==> config.mk <==
export PLATFORM = sky130hd
export DESIGN_NAME = hazard_scoreboard
export DESIGN_NICKNAME = d
export VERILOG_FILES = /design/src/rtl/hazard_pkg.sv /design/src/rtl/hazard_scoreboard_pending_counter.sv /design/src/rtl/hazard_scoreboard.sv
export SDC_FILE = /design/constraint.sdc
export NUM_CORES = 1
export LEC_CHECK = 0
export CAP_MARGIN = 20
export CORE_MARGIN = 2
export CORE_UTILIZATION = 44
export DETAILED_ROUTE_END_ITERATION = 10
export SLEW_MARGIN = 30
export SYNTH_ARGS = -nofsm -noshare
export SYNTH_HDL_FRONTEND = slang
export SYNTH_HIERARCHICAL = 1
export SYNTH_SLANG_ARGS = --single-unit
==> constraint.sdc <==
create_clock -name clk -period 7.4 [get_ports clk]
set_clock_uncertainty 0.1 [all_clocks]
set_input_delay 1.11 -clock clk [delete_from_list [all_inputs] [get_ports clk]]
set_output_delay 1.11 -clock clk [all_outputs]
set_load 0.05 [all_outputs]
==> src/rtl/hazard_pkg.sv <==
// Shared constants and types for the register-write hazard scoreboard.
// Sizing here must stay consistent with the pipeline depth (EXE+MEM+WB).
package hazard_pkg;

  localparam int NUM_REGS     = 16;
  localparam int REG_W        = 4;
  localparam int CNT_W        = 2;
  localparam int MAX_INFLIGHT = 3;

  typedef logic [REG_W-1:0] reg_idx_t;
  typedef logic [CNT_W-1:0] pend_cnt_t;

  localparam pend_cnt_t CNT_MAX  = pend_cnt_t'(MAX_INFLIGHT);
  localparam pend_cnt_t CNT_ONE  = pend_cnt_t'(1);
  localparam pend_cnt_t CNT_ZERO = pend_cnt_t'(0);

  // One-hot decode of a register index, all-zero when not enabled.
  function automatic logic [NUM_REGS-1:0] idx_onehot(input logic en, input reg_idx_t idx);
    logic [NUM_REGS-1:0] vec;
    vec = {NUM_REGS{1'b0}};
    if (en) begin
      vec[idx] = 1'b1;
    end else begin
      vec = {NUM_REGS{1'b0}};
    end
    return vec;
  endfunction

endpackage

==> src/rtl/hazard_scoreboard_pending_counter.sv <==
// Per-register count of in-flight writes. Saturates at MAX_INFLIGHT, floors at zero,
// and pulses err for the cycle in which either limit is hit.
module pending_counter
  import hazard_pkg::*;
(
  input  logic      clk,
  input  logic      rst,
  input  logic      inc,
  input  logic      dec,
  output pend_cnt_t cnt,
  output logic      nonzero_nxt,
  output logic      err
);

  pend_cnt_t cnt_r;
  pend_cnt_t cnt_nxt_s;
  logic      err_s;

  // Next count: an issue and a retire on the same register cancel out.
  always_comb begin
    cnt_nxt_s = cnt_r;
    err_s     = 1'b0;
    case ({inc, dec})
      2'b10: begin
        if (cnt_r == CNT_MAX) begin
          err_s = 1'b1;
        end else begin
          cnt_nxt_s = cnt_r + CNT_ONE;
        end
      end
      2'b01: begin
        if (cnt_r == CNT_ZERO) begin
          err_s = 1'b1;
        end else begin
          cnt_nxt_s = cnt_r - CNT_ONE;
        end
      end
      2'b11: cnt_nxt_s = cnt_r;
      default: cnt_nxt_s = cnt_r;
    endcase
  end

  // Count register.
  always_ff @(posedge clk) begin
    if (rst) begin
      cnt_r <= CNT_ZERO;
    end else begin
      cnt_r <= cnt_nxt_s;
    end
  end

  assign cnt         = cnt_r;
  assign nonzero_nxt = (cnt_nxt_s != CNT_ZERO);
  assign err         = err_s;

endmodule

==> src/rtl/hazard_scoreboard.sv <==
// Tracks in-flight register writes from ID issue to WB retire and stalls IF/ID on a
// source that cannot be served. Build option: SCOREBOARD_FWD_EN (load-use stall only).
module hazard_scoreboard
  import hazard_pkg::*;
(
  input  logic             clk,
  input  logic             rst,
  input  logic             freeze,
  input  logic             id_valid,
  input  logic             id_flush,
  input  logic             id_wb_en,
  input  logic             id_mem_r_en,
  input  logic [REG_W-1:0] id_dest,
  input  logic [REG_W-1:0] src1,
  input  logic [REG_W-1:0] src2,
  input  logic             two_src,
  input  logic             ret_valid,
  input  logic [REG_W-1:0] ret_dest,
  output logic             hazard,
  output logic             busy,
  output logic             err_ovf
);

  logic [NUM_REGS-1:0] inc_vec_s;
  logic [NUM_REGS-1:0] dec_vec_s;
  logic [NUM_REGS-1:0] nz_nxt_vec_s;
  logic [NUM_REGS-1:0] err_vec_s;
  pend_cnt_t           cnt_s [NUM_REGS];

  logic     accept_s;
  logic     match1_s;
  logic     match2_s;
  logic     hazard_s;
  logic     ld_v_r;
  reg_idx_t ld_dest_r;
  logic     busy_r;
  logic     err_r;

  assign accept_s  = id_valid & id_wb_en & ~id_flush & ~hazard_s & ~freeze;
  assign inc_vec_s = idx_onehot(accept_s, id_dest);
  assign dec_vec_s = idx_onehot(ret_valid, ret_dest);

  for (genvar g = 0; g < NUM_REGS; g++) begin : g_cnt
    pending_counter u_cnt (
      .clk         (clk),
      .rst         (rst),
      .inc         (inc_vec_s[g]),
      .dec         (dec_vec_s[g]),
      .cnt         (cnt_s[g]),
      .nonzero_nxt (nz_nxt_vec_s[g]),
      .err         (err_vec_s[g])
    );
  end

  // Source match against in-flight producers; src2 only counts when it is a real operand.
  always_comb begin
    match1_s = 1'b0;
    match2_s = 1'b0;
`ifdef SCOREBOARD_FWD_EN
    // Everything except a load result can be forwarded, so only the load-use case stalls.
    match1_s = ld_v_r && (ld_dest_r == src1);
    match2_s = two_src && ld_v_r && (ld_dest_r == src2);
`else
    match1_s = (cnt_s[src1] != CNT_ZERO);
    match2_s = two_src && (cnt_s[src2] != CNT_ZERO);
`endif
    hazard_s = ~rst & id_valid & ~id_flush & (match1_s | match2_s);
  end

  // Load tracker: remembers the load issued last cycle; a frozen pipeline keeps it.
  always_ff @(posedge clk) begin
    if (rst) begin
      ld_v_r    <= 1'b0;
      ld_dest_r <= {REG_W{1'b0}};
    end else if (!freeze) begin
      ld_v_r    <= accept_s & id_mem_r_en;
      ld_dest_r <= id_dest;
    end else begin
      ld_v_r    <= ld_v_r;
      ld_dest_r <= ld_dest_r;
    end
  end

  // Busy from post-edge counts, plus sticky limit error.
  always_ff @(posedge clk) begin
    if (rst) begin
      busy_r <= 1'b0;
      err_r  <= 1'b0;
    end else begin
      busy_r <= |nz_nxt_vec_s;
      err_r  <= err_r | (|err_vec_s);
    end
  end

  assign hazard  = hazard_s;
  assign busy    = busy_r;
  assign err_ovf = err_r;

endmodule
==> results of run 1 <==
==> cell families after synthesis <==
logic type / count (synthesis) / synth area share, %
AOI/OAI and AO/OA: 148 / 24.4
adders and majority gates: 47 / 15.1
buffers and inverters: 44 / 5.02
DFF: 34 / 17.5
muxes: 16 / 6.08
and+or+nand+nor: 225 / 31.9
==> per-layer routing <==
layer | global-route usage (%) | vias up
met5 | 0 | -
met4 | 6.52 | 0
met3 | 3.29 | 12
met2 | 34.5 | 83
met1 | 29.9 | 1791
li1 | - | 1923
==> state kept, by name, indices dropped and copies added (netlist names) <==
| signal | cells |
|---|---|
| busy | 1 |
| err_ovf | 1 |
| g_cnt.u_cnt/cnt | 32 |
==> cell usage after synthesis (2+ instances only) <==
| cell type | instances | share of area (%) |
|---|---|---|
| a21oi_1 | 52 | 6.7 |
| nand2_1 | 34 | 3.3 |
| nor2_1 | 53 | 5.1 |
| inv_1 | 36 | 3.5 |
| a211oi_1 | 3 | 0.58 |
| nor4_1 | 13 | 2.1 |
| buf_6 | 2 | 0.58 |
| mux2_4 | 15 | 5.8 |
| nor2b_1 | 20 | 3.2 |
| clkbuf_1 | 2 | 0.19 |
| nor3b_1 | 4 | 0.77 |
| buf_4 | 4 | 0.77 |
| nor3_1 | 20 | 2.6 |
| nand2b_1 | 3 | 0.48 |
| dfxtp_1 | 34 | 18 |
| nor3_2 | 11 | 2.8 |
| nor4b_1 | 6 | 1.4 |
| and2_1 | 16 | 2.6 |
| nand3_1 | 26 | 3.3 |
| nand4_1 | 8 | 1.3 |
| nand3b_1 | 2 | 0.39 |
| ha_1 | 47 | 15 |
| o32a_1 | 16 | 4.1 |
| a2111oi_2 | 3 | 1.2 |
| o21ai_1 | 3 | 0.39 |
| o21ai_0 | 50 | 6.4 |
| a21o_2 | 15 | 3.4 |
==> layout by cell type (no fill, tap or decap), drive strengths merged, types with 2 or more instances in the layout <==
master,instances
a21o,15
nor4,14
o21ai,53
buf,2
dfxtp,34
a211oi,3
o32a,16
clkbuf,7
a31oi,2
and2,16
mux2,16
nor4b,7
nand2,34
nor3,31
nand3b,2
or3b,3
ha,47
nor2,54
a2111oi,3
a21oi,52
clkdlybuf4s50,26
nor3b,4
nand2b,3
nand3,26
inv,36
nor2b,20
nand4,8
==> layout make-up <==
type                    instances  area [um2]  share of cell area, %
multi-input cells             436        3020                   69.8
flip-flops and latches         34         681                   15.7
clock buffers                   7        76.3                   1.76
well taps                     108         135                   3.12
repair buffers                 28         279                   6.45
inverters                      36         135                   3.12
==> metrics by stage <==
| step | util [%] | setup slack (ps) | hold slack (ps) | std cells | power [mW] |
|---|---|---|---|---|---|
| detailed placement | 49.1 | 1790 | 441 | 642 | 0.252 |
| floorplan | - | 3520 | 390 | 514 | 0.222 |
| global route | 50.1 | 1900 | 480 | 649 | 0.405 |
| finish | 50.1 | 2020 | 447 | 649 | 0.386 |
| global placement | 49.0 | 1760 | 417 | 641 | 0.250 |
| CTS | 50.0 | 1760 | 451 | 649 | 0.391 |
==> path summary, 6_finish.rpt <==
| kind | startpoint | end | cells after the start |
|---|---|---|---|
| min reg2reg | g_cnt[7].u_cnt/cnt[0] | g_cnt[7].u_cnt/cnt[0] | 2 |
| min | g_cnt[7].u_cnt/cnt[0] | g_cnt[7].u_cnt/cnt[0] | 2 |
| max reg2reg | g_cnt[1].u_cnt/cnt[0] | busy | 12 |
| max | src1[1] | hazard | 7 |
==> power by group through the flow <==
| stage | Clock, mW | Sequential [mW] | Combinational (mW) |
|---|---|---|---|
| 6_report | 0.137 | 0.183 | 0.0658 |
| 4_1_cts | 0.143 | 0.183 | 0.0648 |
| 5_1_grt | 0.151 | 0.183 | 0.0712 |
| 2_1_floorplan | 0 | 0.188 | 0.0344 |
| 3_5_place_dp | 0 | 0.187 | 0.0644 |
| 3_3_place_gp | 0 | 0.187 | 0.0630 |
==> critical path: stages <==
cell	delay, ps
clkdlybuf4s50_1	710
nor4b_1	300
nor4b_1	350
a22oi_2	140
a31oi_4	560
or2_1	200
clkdlybuf4s50_1	800
==> results.txt, run 1 <==
Avg Inst Size Synth = 7.57 um2
metal2 WL = 4670 um
r2r setup slk = 3520 ps
cells after synthesis = 514
worst hold path type = reg2reg
Setup TNS = 0 ps
total gr overflow = 0
RSZ-0062 raised after global routing = false
Fillers = 858
die width = 98.0 um
post-CTS setup buffers = 0
CTS tree = yes
CTS buffer count = 5
I/O Pins = 28
CP Max Fanout = 17
Nets = 613
first-pass GRT wire length = 17000 um
Layout area overhead = 11.3%
clock share of power = 35.6%
Critical Path Source Type = primary input
DRT Wirelength = 10400 um
fmax = 0.186 GHz
period utilisation layout = 72.7%
Via Count = 3809
Internal = 275 uW
Peak supply drop = 0.0818 mV
Comb pwr share = 17.0%
warnings from Yosys = 6
sequential power share = 47.4%
die area = 9610 um2
share of layout cells above drive strength 1 = 11.3%
Req. time, crit path = 6190 ps
EDFF count, synth = 0
max_cap viols = 0
dpl hpwl = 7870 um
Core Footprint = 8640 um2
Sw Share = 28.9%
number of synthesized register bits = 34
Metal-1 WL = 5050 um
syn_nets = 586
PostCTS Resize Cnt = 0
final setup violation count = 0
worst-margin pin slew = 658 ps
largest net degree at the start of global routing = 36
Yosys cell types = 43
crit path kind = in2out
initial core utilization = 45.0%
Finished Cell Area = 4330 um2
Root Buffer = clkbuf_8
Core Rows = 34
TritonRoute pass-1 iters = 4
dpl cell area = 4240 um2
Routed Antenna Nets = 0
drt drc = 0
Final Max Tran Viols = 0
Final Critical Period = 5380 ps
vias per inst = 5.87
post-synthesis async set-or-reset flop share = 0%
Routed wire per std cell = 16.0 um
ANT cells = 0
Worst setup EP type = output pin
metal3 WL = 459 um
clock-pin slew on the worst setup and hold paths = 70 ps
vias in the first global route = 3539
initial antenna violation count = 0
Die Span Y = 98.0 um
initial drt markers = 155
CTS H-tree depth = 2
Worst EP arrival = 4170 ps
P_sw = 112 uW
Top Metal Used = met4
PortBufs = 26
Top FF cell, synth = dfxtp_1
Post-Syn Area = 3890 um2
Lkg Pwr = 1.47 nW
status = completed
CTS Hold Bufs = 0
sequential-to-total area share from yosys stat = 17.5%
Final Hold Fails = 0
CTS max path bufs = 2
Pwr Density = 89.2 nW/um2
all-layer global routing usage = 21.5%
slew margin rel. = 56.1%
routability congestion estimate from global placement = 0.889
CTS Sinks = 34
clk_lat worst skew = 290 ps
Note: power is estimated with default switching activity, not from simulation.
==> run 2: changes to the inputs <==
==> constraint.sdc (replaced) <==
create_clock -name clk -period 5.5 [get_ports clk]
set_clock_uncertainty 0.1 [all_clocks]
set_input_delay 0.825 -clock clk [delete_from_list [all_inputs] [get_ports clk]]
set_output_delay 0.825 -clock clk [all_outputs]
set_load 0.05 [all_outputs]
==> results.txt, run 2 (same netlist as run 1, synthesis figures left out) <==
Core Footprint = 8640 um2 (unchanged)
clk_lat worst skew = 300 ps (about the same)
vias per inst = 5.92 (+0.82%)
final setup violation count = 0 (unchanged)
vias in the first global route = 3510 (-0.82%)
worst-margin pin slew = 690 ps (+32.1 ps)
Final Hold Fails = 0 (unchanged)
Final Max Tran Viols = 0 (unchanged)
DP Worst Slack = 485 ps (-1300 ps)
Layout area overhead = 12.5%
CTS buffer count = 5 (unchanged)
Final Critical Period = 4750 ps
CTS max path bufs = 2 (unchanged)
Routed Antenna Nets = 0 (unchanged)
die width = 98.0 um (unchanged)
CP peak stage delay = 630 ps (-170 ps)
Lkg Pwr = 1.50 nW (+2.0%)
P_sw = 155 uW (+39%)
clock share of power = 41.7% (+6.1 points)
commonest non-fill, non-tap cell in the layout = nor2_1
first-pass GRT wire length = 16800 um (-0.77%)
worst hold path type = reg2reg
largest net degree at the start of global routing = 35 (-2.8%)
routability congestion estimate from global placement = 0.846 (-4.8%)
Sw Share = 27.0% (-1.9 points)
max_cap viols = 0 (unchanged)
sequential power share = 42.9% (-4.5 points)
Nets = 615 (+0.33%)
share of layout cells above drive strength 1 = 11.9% (+0.67 points)
total gr overflow = 0 (unchanged)
Req. time, crit path = 5540 ps (-650 ps)
Root Buffer = clkbuf_8
dpl hpwl = 7850 um (-0.29%)
clock-pin slew on the worst setup and hold paths = 70 ps (about the same)
Die Span Y = 98.0 um (unchanged)
fin util = 50.7% (+0.54 points)
CP Cell Sequence = clkdlybuf4s50_1 -> buf_4 -> nor3_2 -> a21oi_1 -> a2111oi_2 -> nor4_4 -> buf_6 -> nor4b_2 -> inv_1 -> ha_1 -> mux2_4 -> o32a_1 -> nor4_1 -> a41oi_1
fmax = 0.210 GHz
Pwr Density = 131 nW/um2 (+47%)
Fillers = 859 (+0.12%)
CP Buf/Inv Count = 4 (+2)
I/O Pins = 28 (unchanged)
CTS Sinks = 34 (unchanged)
PortBufs = 26 (unchanged)
initial drt markers = 253 (+63%)
ANT cells = 0 (unchanged)
Worst setup EP type = flop
Worst EP arrival = 4790 ps (+620 ps)
all-layer global routing usage = 21.5% (about the same)
Crit path max-delay family = buffers and inverters
Routed wire per std cell = 15.8 um (-0.91%)
TritonRoute pass-1 iters = 4 (unchanged)
initial antenna violation count = 0 (unchanged)
DRT Wirelength = 10300 um (-0.45%)
crit path kind = in2reg
PostCTS Resize Cnt = 0 (unchanged)
Comb pwr share = 15.4% (-1.6 points)
status = completed
die area = 9610 um2 (unchanged)
Internal = 419 uW (+53%)
drt drc = 0 (unchanged)
post-CTS setup buffers = 0 (unchanged)
total power = 574 uW (+49%)
Critical Path Source Type = primary input
Setup TNS = 0 ps (unchanged)
max reg flops = 32 (unchanged)
most frequent cells in the layout = nor2_1 (53), a21oi_1 (52), o21ai_0 (50)
CTS H-tree depth = 2 (unchanged)
Slowest cell on crit path = clkdlybuf4s50_1
CTS tree = yes
CP Max Fanout = 11 (-6)
post-route worst setup slack = 747 ps (-1270 ps)
Core Rows = 34 (unchanged)
Via Count = 3858 (+1.3%)
slew margin rel. = 53.6% (-2.5 points)
initial core utilization = 45.0% (unchanged)
CTS Hold Bufs = 0 (unchanged)
period utilisation layout = 86.4%
Peak supply drop = 0.100 mV (+23%)
RSZ-0062 raised after global routing = false
run 2: changes by cell type in the layout (fill, tap and decap cells not counted):
cell and change:
bufinv_16 +1, clkdlybuf4s50_1 -1, a31oi_2 +1, buf_4 +2
buf_12 +1, a31oi_4 -1
run 2: worst min-delay path, stage by stage, from the launching register on:
cell and delay, ps:
dfxtp_1 380, nand2_1 80, a21oi_1 50
run 2: worst paths after layout:
kind                                from                      to  slack [ps]  cells after the start
setup / recovery                 src2[2]                    busy         750                     14
hold / removal    g_cnt[11].u_cnt/cnt[0]  g_cnt[11].u_cnt/cnt[0]         460                      2
setup reg to reg   g_cnt[4].u_cnt/cnt[1]                    busy        1600                     12
hold reg to reg   g_cnt[11].u_cnt/cnt[0]  g_cnt[11].u_cnt/cnt[0]         460                      2
run 2: metrics by stage:
step | instances | cell area [um2] | hold WS [ps]
after floorplan | 514 | 3890 | 390
after global placement | 643 | 4260 | 419
after detailed placement | 644 | 4270 | 443
after CTS | 652 | 4370 | 458
after global routing | 652 | 4370 | 496
final | 652 | 4370 | 457
run 2: power groups by stage:
stage	logic (mW)	registers [mW]	clock network, mW
2_1_floorplan	0.0463	0.253	0
3_3_place_gp	0.0861	0.252	0
3_5_place_dp	0.0874	0.252	0
4_1_cts	0.0879	0.246	0.247
5_1_grt	0.0963	0.246	0.258
6_report	0.0885	0.246	0.239
run 2: metal layers:
metal	global-route usage (%)	routed length (um)
met5	0	0
met4	5.13	157
met3	2.86	524
met2	34.9	4530
met1	30.4	5110
run 2: cell type report:
type	instances	area, um2	area share [%]
clock buffers	7	76.3	1.74
clock inverters	1	30.0	0.686
inverters	36	135	3.09
multi-input cells	436	3010	68.9
flip-flops and latches	34	681	15.6
well taps	108	135	3.09
repair buffers	30	304	6.95
